**config.mk**
```make
export PLATFORM = sky130hd
export DESIGN_NAME = match_gap_logger
export DESIGN_NICKNAME = d
export VERILOG_FILES = /design/src/rtl/match_logger_pkg.sv /design/src/rtl/gap_fifo.sv /design/src/rtl/match_gap_logger.sv
export SDC_FILE = /design/constraint.sdc
export NUM_CORES = 1
export LEC_CHECK = 0
export ABC_AREA = 1
export BUFFER_PORTS_ARGS = -buffer_cell sky130_fd_sc_hd__buf_2
export CAP_MARGIN = 10
export CORE_ASPECT_RATIO = 1.2
export CORE_MARGIN = 2
export CORE_UTILIZATION = 40
export DETAILED_ROUTE_END_ITERATION = 12
export SETUP_SLACK_MARGIN = 0.3
export SLEW_MARGIN = 20
export SYNTH_ARGS = -nofsm -noshare
export SYNTH_HDL_FRONTEND = slang
export SYNTH_SLANG_ARGS = --single-unit
```
**constraint.sdc**
```tcl
create_clock -name clk -period 2.7 [get_ports clk]
set_clock_uncertainty 0.1 [all_clocks]
set_input_delay 0.81 -clock clk [delete_from_list [all_inputs] [get_ports clk]]
set_output_delay 0.81 -clock clk [all_outputs]
set_load 0.005 [all_outputs]
```
**src/rtl/match_logger_pkg.sv**
```systemverilog
// Shared types and default sizes for the match gap logger.
package match_logger_pkg;

   // IDLE: no detection seen yet; ARMED: a previous detection exists to measure from
   typedef enum logic {
      IDLE  = 1'b0,
      ARMED = 1'b1
   } logger_state_t;

   localparam int MATCH_CNT_W      = 16;
   localparam int MATCH_GAP_W      = 12;
   localparam int MATCH_FIFO_DEPTH = 4;

endpackage

```
**src/rtl/gap_fifo.sv**
```systemverilog
// Show-ahead FIFO for gap values. Pointers carry one extra wrap bit so that
// full and empty can be told apart when the index bits are equal.
module gap_fifo #(
   parameter int WIDTH = 12,
   parameter int DEPTH = 4
) (
   input  logic                     clk,
   input  logic                     rst,
   input  logic                     push,
   input  logic                     pop,
   input  logic [WIDTH-1:0]         din,
   output logic [WIDTH-1:0]         dout,
   output logic                     full,
   output logic                     empty,
   output logic [$clog2(DEPTH):0]   level
);

   localparam int AW = $clog2(DEPTH);

   logic [WIDTH-1:0] mem [DEPTH];
   logic [AW:0]      wr_ptr;
   logic [AW:0]      rd_ptr;
   logic             do_push;
   logic             do_pop;

   assign empty = (wr_ptr == rd_ptr);
   assign full  = (wr_ptr[AW] != rd_ptr[AW]) && (wr_ptr[AW-1:0] == rd_ptr[AW-1:0]);
   assign level = wr_ptr - rd_ptr;

   // A push while full is only accepted when the head leaves in the same cycle
   assign do_pop  = pop && !empty;
   assign do_push = push && (!full || do_pop);

   // Head is presented directly; empty reads as zero rather than stale storage
   assign dout = empty ? '0 : mem[rd_ptr[AW-1:0]];

   // Pointer update; storage below carries no reset
   always_ff @(posedge clk) begin
      if (rst) begin
         wr_ptr <= '0;
         rd_ptr <= '0;
      end else begin
         if (do_push) wr_ptr <= wr_ptr + 1'b1;
         if (do_pop)  rd_ptr <= rd_ptr + 1'b1;
      end
   end

   // Entry write
   always_ff @(posedge clk) begin
      if (do_push) mem[wr_ptr[AW-1:0]] <= din;
   end

endmodule

```
**src/rtl/match_gap_logger.sv**
```systemverilog
// Counts detector pulses, times the gap between consecutive pulses and queues
// the gaps for a valid/ready consumer.
module match_gap_logger
   import match_logger_pkg::*;
#(
   parameter int CNT_W = MATCH_CNT_W,
   parameter int GAP_W = MATCH_GAP_W,
   parameter int DEPTH = MATCH_FIFO_DEPTH
) (
   input  logic                    clk,
   input  logic                    rst,
   input  logic                    match_in,
   input  logic                    clear,
   output logic [GAP_W-1:0]        gap_data,
   output logic                    gap_valid,
   input  logic                    gap_ready,
   output logic [CNT_W-1:0]        match_count,
   output logic                    overflow,
   output logic [$clog2(DEPTH):0]  fifo_level
);

   logger_state_t    state;
   logic [GAP_W-1:0] gt;
   logic             flush;
   logic             push;
   logic             pop;
   logic             fifo_full;
   logic             fifo_empty;

   function automatic logic [GAP_W-1:0] gap_sat_inc(input logic [GAP_W-1:0] v);
      return (&v) ? v : v + GAP_W'(1);
   endfunction

   function automatic logic [CNT_W-1:0] cnt_sat_inc(input logic [CNT_W-1:0] v);
      return (&v) ? v : v + CNT_W'(1);
   endfunction

   // Clear behaves exactly like reset and overrides a same-cycle match
   assign flush     = rst || clear;
   assign push      = (state == ARMED) && match_in && !clear;
   assign gap_valid = !fifo_empty;
   assign pop       = gap_valid && gap_ready;

   // State and gap timer: timer restarts at 1 on each match, saturates between matches
   always_ff @(posedge clk) begin
      if (flush) begin
         state <= IDLE;
         gt    <= '0;
      end else if (match_in) begin
         state <= ARMED;
         gt    <= GAP_W'(1);
      end else if (state == ARMED) begin
         gt    <= gap_sat_inc(gt);
      end
   end

   // Detection counter, saturating
   always_ff @(posedge clk) begin
      if (flush)         match_count <= '0;
      else if (match_in) match_count <= cnt_sat_inc(match_count);
   end

   // Sticky drop flag: a push into a full FIFO with nothing leaving
   always_ff @(posedge clk) begin
      if (flush)                           overflow <= 1'b0;
      else if (push && fifo_full && !pop)  overflow <= 1'b1;
   end

   gap_fifo #(
      .WIDTH (GAP_W),
      .DEPTH (DEPTH)
   ) u_fifo (
      .clk   (clk),
      .rst   (flush),
      .push  (push),
      .pop   (pop),
      .din   (gt),
      .dout  (gap_data),
      .full  (fifo_full),
      .empty (fifo_empty),
      .level (fifo_level)
   );

endmodule

```
==> insert_results.sql <==
INSERT INTO impl_metrics (metric_group, metric, value, unit) VALUES
('outcome', 'run_status', 'finished, final reports clean', ''),
('timing', 'worstMarginPinSlew', '0.5565', 'ns'),
('clock_tree', 'cts_buffer_depth', '2', ''),
('timing', 'final_max_slew_viol_count', '0', ''),
('worst_setup_path', 'worst_setup_path_end_kind', 'output port', ''),
('global_route', 'grt_pass1_vias', '2942', ''),
('worst_setup_path', 'r2r.worst_path.cells', '6', ''),
('place', 'placement.io_buffers', '37', ''),
('die', 'start_util', '0.4056', ''),
('die', 'floorplan.die.width', '95.50', 'um'),
('clock_tree', 'tritoncts', 'built', ''),
('synthesis', 'synth_warn', '0', ''),
('worst_setup_path', 'worst-r2r-setup-slack', '0.88', 'ns'),
('clock_tree', 'worstSkewPairLatency', '0.34', 'ns'),
('place', 'preCtsSetupSlack', '0.1500', 'ns'),
('synthesis', 'postSynthCellCount', '472', ''),
('route', 'routed_wire_length_per_instance', '12.59', 'um'),
('global_route', 'grt_max_degree', '25', ''),
('worst_setup_path', 'regToRegEndpoint', 'match_count[11]', ''),
('timing', 'final.setup.tns', '0', 'ns'),
('flow_run', 'max_cap_viol_count', '0', ''),
('worst_setup_path', 'worst-path-buf-inv', '5', ''),
('die', 'fp_rows', '40', ''),
('global_route', 'grt_pass1_wl', '13.44', 'mm'),
('synthesis', 'ys_seq_elements', '86', ''),
('timing', 'period_share', '0.9584', ''),
('worst_setup_path', 'worstPathMaxFanout', '6', ''),
('worst_setup_path', 'crit-reg2reg-launch', 'match_count[0]', ''),
('timing', 'hold_slack', '0.3574', 'ns'),
('synthesis', 'synth.yosys.seq_area_share', '0.5479', ''),
('worst_setup_path', 'crit_path_end', 'gap_data[8]', ''),
('clock_tree', 'ctsHoldBuffers', '0', ''),
('power', 'vdd_ir_drop_max', '0.3190', 'mV'),
('worst_hold_path', 'worst_hold_path_class', 'flop to flop', ''),
('worst_setup_path', 'critical_path_depth', '9', ''),
('synthesis', 'synth.top_cells.by_count', 'sky130_fd_sc_hd__nor2_1, sky130_fd_sc_hd__nand2_1, sky130_fd_sc_hd__edfxtp_1, sky130_fd_sc_hd__inv_1, sky130_fd_sc_hd__dfxtp_1', ''),
('place', 'dpl-instance-area', '4347', 'um2'),
('global_route', 'grt_use_total', '0.1618', ''),
('worst_setup_path', 'timing.critical_path.arrival', '1.68', 'ns'),
('synthesis', 'synth_area_leaders', 'sky130_fd_sc_hd__edfxtp_1, sky130_fd_sc_hd__dfxtp_1, sky130_fd_sc_hd__nor2_1', ''),
('synthesis', 'post_synth_top_flop', 'sky130_fd_sc_hd__edfxtp_1', ''),
('clock_tree', 'cts-root-buf', 'sky130_fd_sc_hd__clkbuf_16', ''),
('timing', 'hold_violations', '0', ''),
('die', 'ioPinCount', '38', ''),
('synthesis', 'syn_area', '4019', 'um2'),
('synthesis', 'synth_cell_types', '27', ''),
('route', 'route.final.wire_length', '8.234', 'mm'),
('clock_tree', 'clkSinkCount', '86', ''),
('worst_hold_path', 'worst_hold_stages', '1', ''),
('clock_tree', 'h-tree-depth', '3', ''),
('die', 'die_area', '10870', 'um2'),
('place', 'gpl.final_weighted_congestion', '0.8382', ''),
('route', 'drtIter0Drc', '187', ''),
('synthesis', 'synth_nets', '487', ''),
('timing', 'post-route-worst-setup-slack', '0.1124', 'ns'),
('finish', 'fin_area', '4825', 'um2'),
('worst_setup_path', 'timing.setup.critical_path_class', 'flop to output port', ''),
('timing', 'slew_headroom', '0.6281', ''),
('clock_tree', 'worst_setup_hold_path_clk_slew', '0.06', 'ns'),
('finish', 'antennaDiodeCount', '0', ''),
('worst_setup_path', 'critPathMaxStageDelay', '0.33', 'ns'),
('synthesis', 'synth_top_area_frac', '0.3587', ''),
('power', 'power_density', '529.9', 'nW/um2'),
('route', 'dr_total_vias', '3176', ''),
('clock_tree', 'tritoncts.num_buffers', '9', ''),
('synthesis', 'yosys.cell_count.top_type', 'sky130_fd_sc_hd__nor2_1', ''),
('synthesis', 'synth_top_area_cell', 'sky130_fd_sc_hd__edfxtp_1', ''),
('worst_setup_path', 'cp_slowest_cell', 'sky130_fd_sc_hd__dfxtp_2', ''),
('die', 'dieHeight', '113.8', 'um'),
('timing', 'timing.final.crit_period', '2.588', 'ns'),
('worst_setup_path', 'path_delay_family', 'buffers and inverters', '');
## sequential cells by signal, indices dropped and copies added (netlist names), named ones only
name and count:
gt 12, match_count 16, overflow 1, state 1
u_fifo.mem 48, u_fifo.rd_ptr 3, u_fifo.wr_ptr 3
## report_power, final
| part | leakage (uW) | switching (uW) | internal, uW | total (uW) |
|---|---|---|---|---|
| Sequential | 0.000820 | 6.12 | 1370 | 1380 |
| Combinational | 0.000977 | 50.0 | 28.4 | 78.4 |
| Clock | 0.000126 | 479 | 618 | 1100 |
| Total | 0.00192 | 536 | 2020 | 2560 |
## what timing repair did
action	in CTS	in global routing
endpoints found under the setup margin	15	15
gates cloned	1	0
pin swaps	2	0
buffers inserted	7	0
gates resized for setup	29	8
## worst min-delay path by stage
stage	startpoint	endpoint
floorplan	u_fifo.rd_ptr[2]	u_fifo.rd_ptr[2]
global placement	overflow	overflow
detailed placement	overflow	overflow
CTS	overflow	overflow
global route	overflow	overflow
finish	overflow	overflow
## worst reg2reg max path, cell delays in order (launching register included)
cell and delay [ns]:
sky130_fd_sc_hd__dfxtp_1 0.39, sky130_fd_sc_hd__ha_1 0.20, sky130_fd_sc_hd__inv_1 0.06, sky130_fd_sc_hd__nor2_2 0.14
sky130_fd_sc_hd__nand4_2 0.47, sky130_fd_sc_hd__a21oi_1 0.30, sky130_fd_sc_hd__nor2_1 0.07
## cells in the final DEF (no fill, tap or decap), types with 7 or more instances in the layout
cell type / synthesis / layout
sky130_fd_sc_hd__inv_1: 44 / 39
sky130_fd_sc_hd__buf_4: 1 / 13
sky130_fd_sc_hd__o21ai_0: 31 / 29
sky130_fd_sc_hd__ha_1: 9 / 7
sky130_fd_sc_hd__dfxtp_1: 38 / 34
sky130_fd_sc_hd__nand2_1: 84 / 83
sky130_fd_sc_hd__edfxtp_1: 48 / 48
sky130_fd_sc_hd__nand3_1: 25 / 24
sky130_fd_sc_hd__a21oi_1: 34 / 23
sky130_fd_sc_hd__nor2_1: 108 / 108
sky130_fd_sc_hd__clkbuf_16: 0 / 10
sky130_fd_sc_hd__a21oi_2: 3 / 12
sky130_fd_sc_hd__buf_2: 6 / 37
## cell families (layout without fill, tap and decap cells)
| kind of cell | Yosys count | after routing | synth area share |
|---|---|---|---|
| AO/OA/AOI/OAI | 70 | 70 | 0.09060 |
| XOR/XNOR | 6 | 6 | 0.01308 |
| adder cells (fa/ha/maj) | 10 | 10 | 0.03300 |
| buffers and inverters | 59 | 115 | 0.06164 |
| flip-flops | 86 | 86 | 0.5479 |
| AND/OR/NAND/NOR | 241 | 241 | 0.2537 |
## per-stage QoR
step | utilization | total power, uW | instances
6_report | 0.4869 | 2557 | 654
5_1_grt | 0.4869 | 2659 | 654
4_1_cts | 0.4850 | 2582 | 654
3_5_place_dp | 0.4386 | 1477 | 630
3_3_place_gp | 0.4386 | 1475 | 630
2_1_floorplan | - | 1455 | 472
## layer usage
metal,vias up,global-route usage,share of wire
li1,1639,-,-
met3,15,0.03369,0.028
met5,-,0,0
met4,0,0.07048,0.022
met2,55,0.2962,0.53
met1,1467,0.1774,0.42
## area by class of cell
type / instances / area (um2)
Fill cell: 936 / 5085
Sequential cell: 86 / 2210
Multi-Input combinational cell: 327 / 1672
Timing Repair Buffer: 53 / 339.1
Clock buffer: 10 / 229.0
Inverter: 46 / 178.9
Tap cell: 126 / 157.7
Clock inverter: 6 / 38.79
Note: power is estimated with default switching activity, not from simulation.
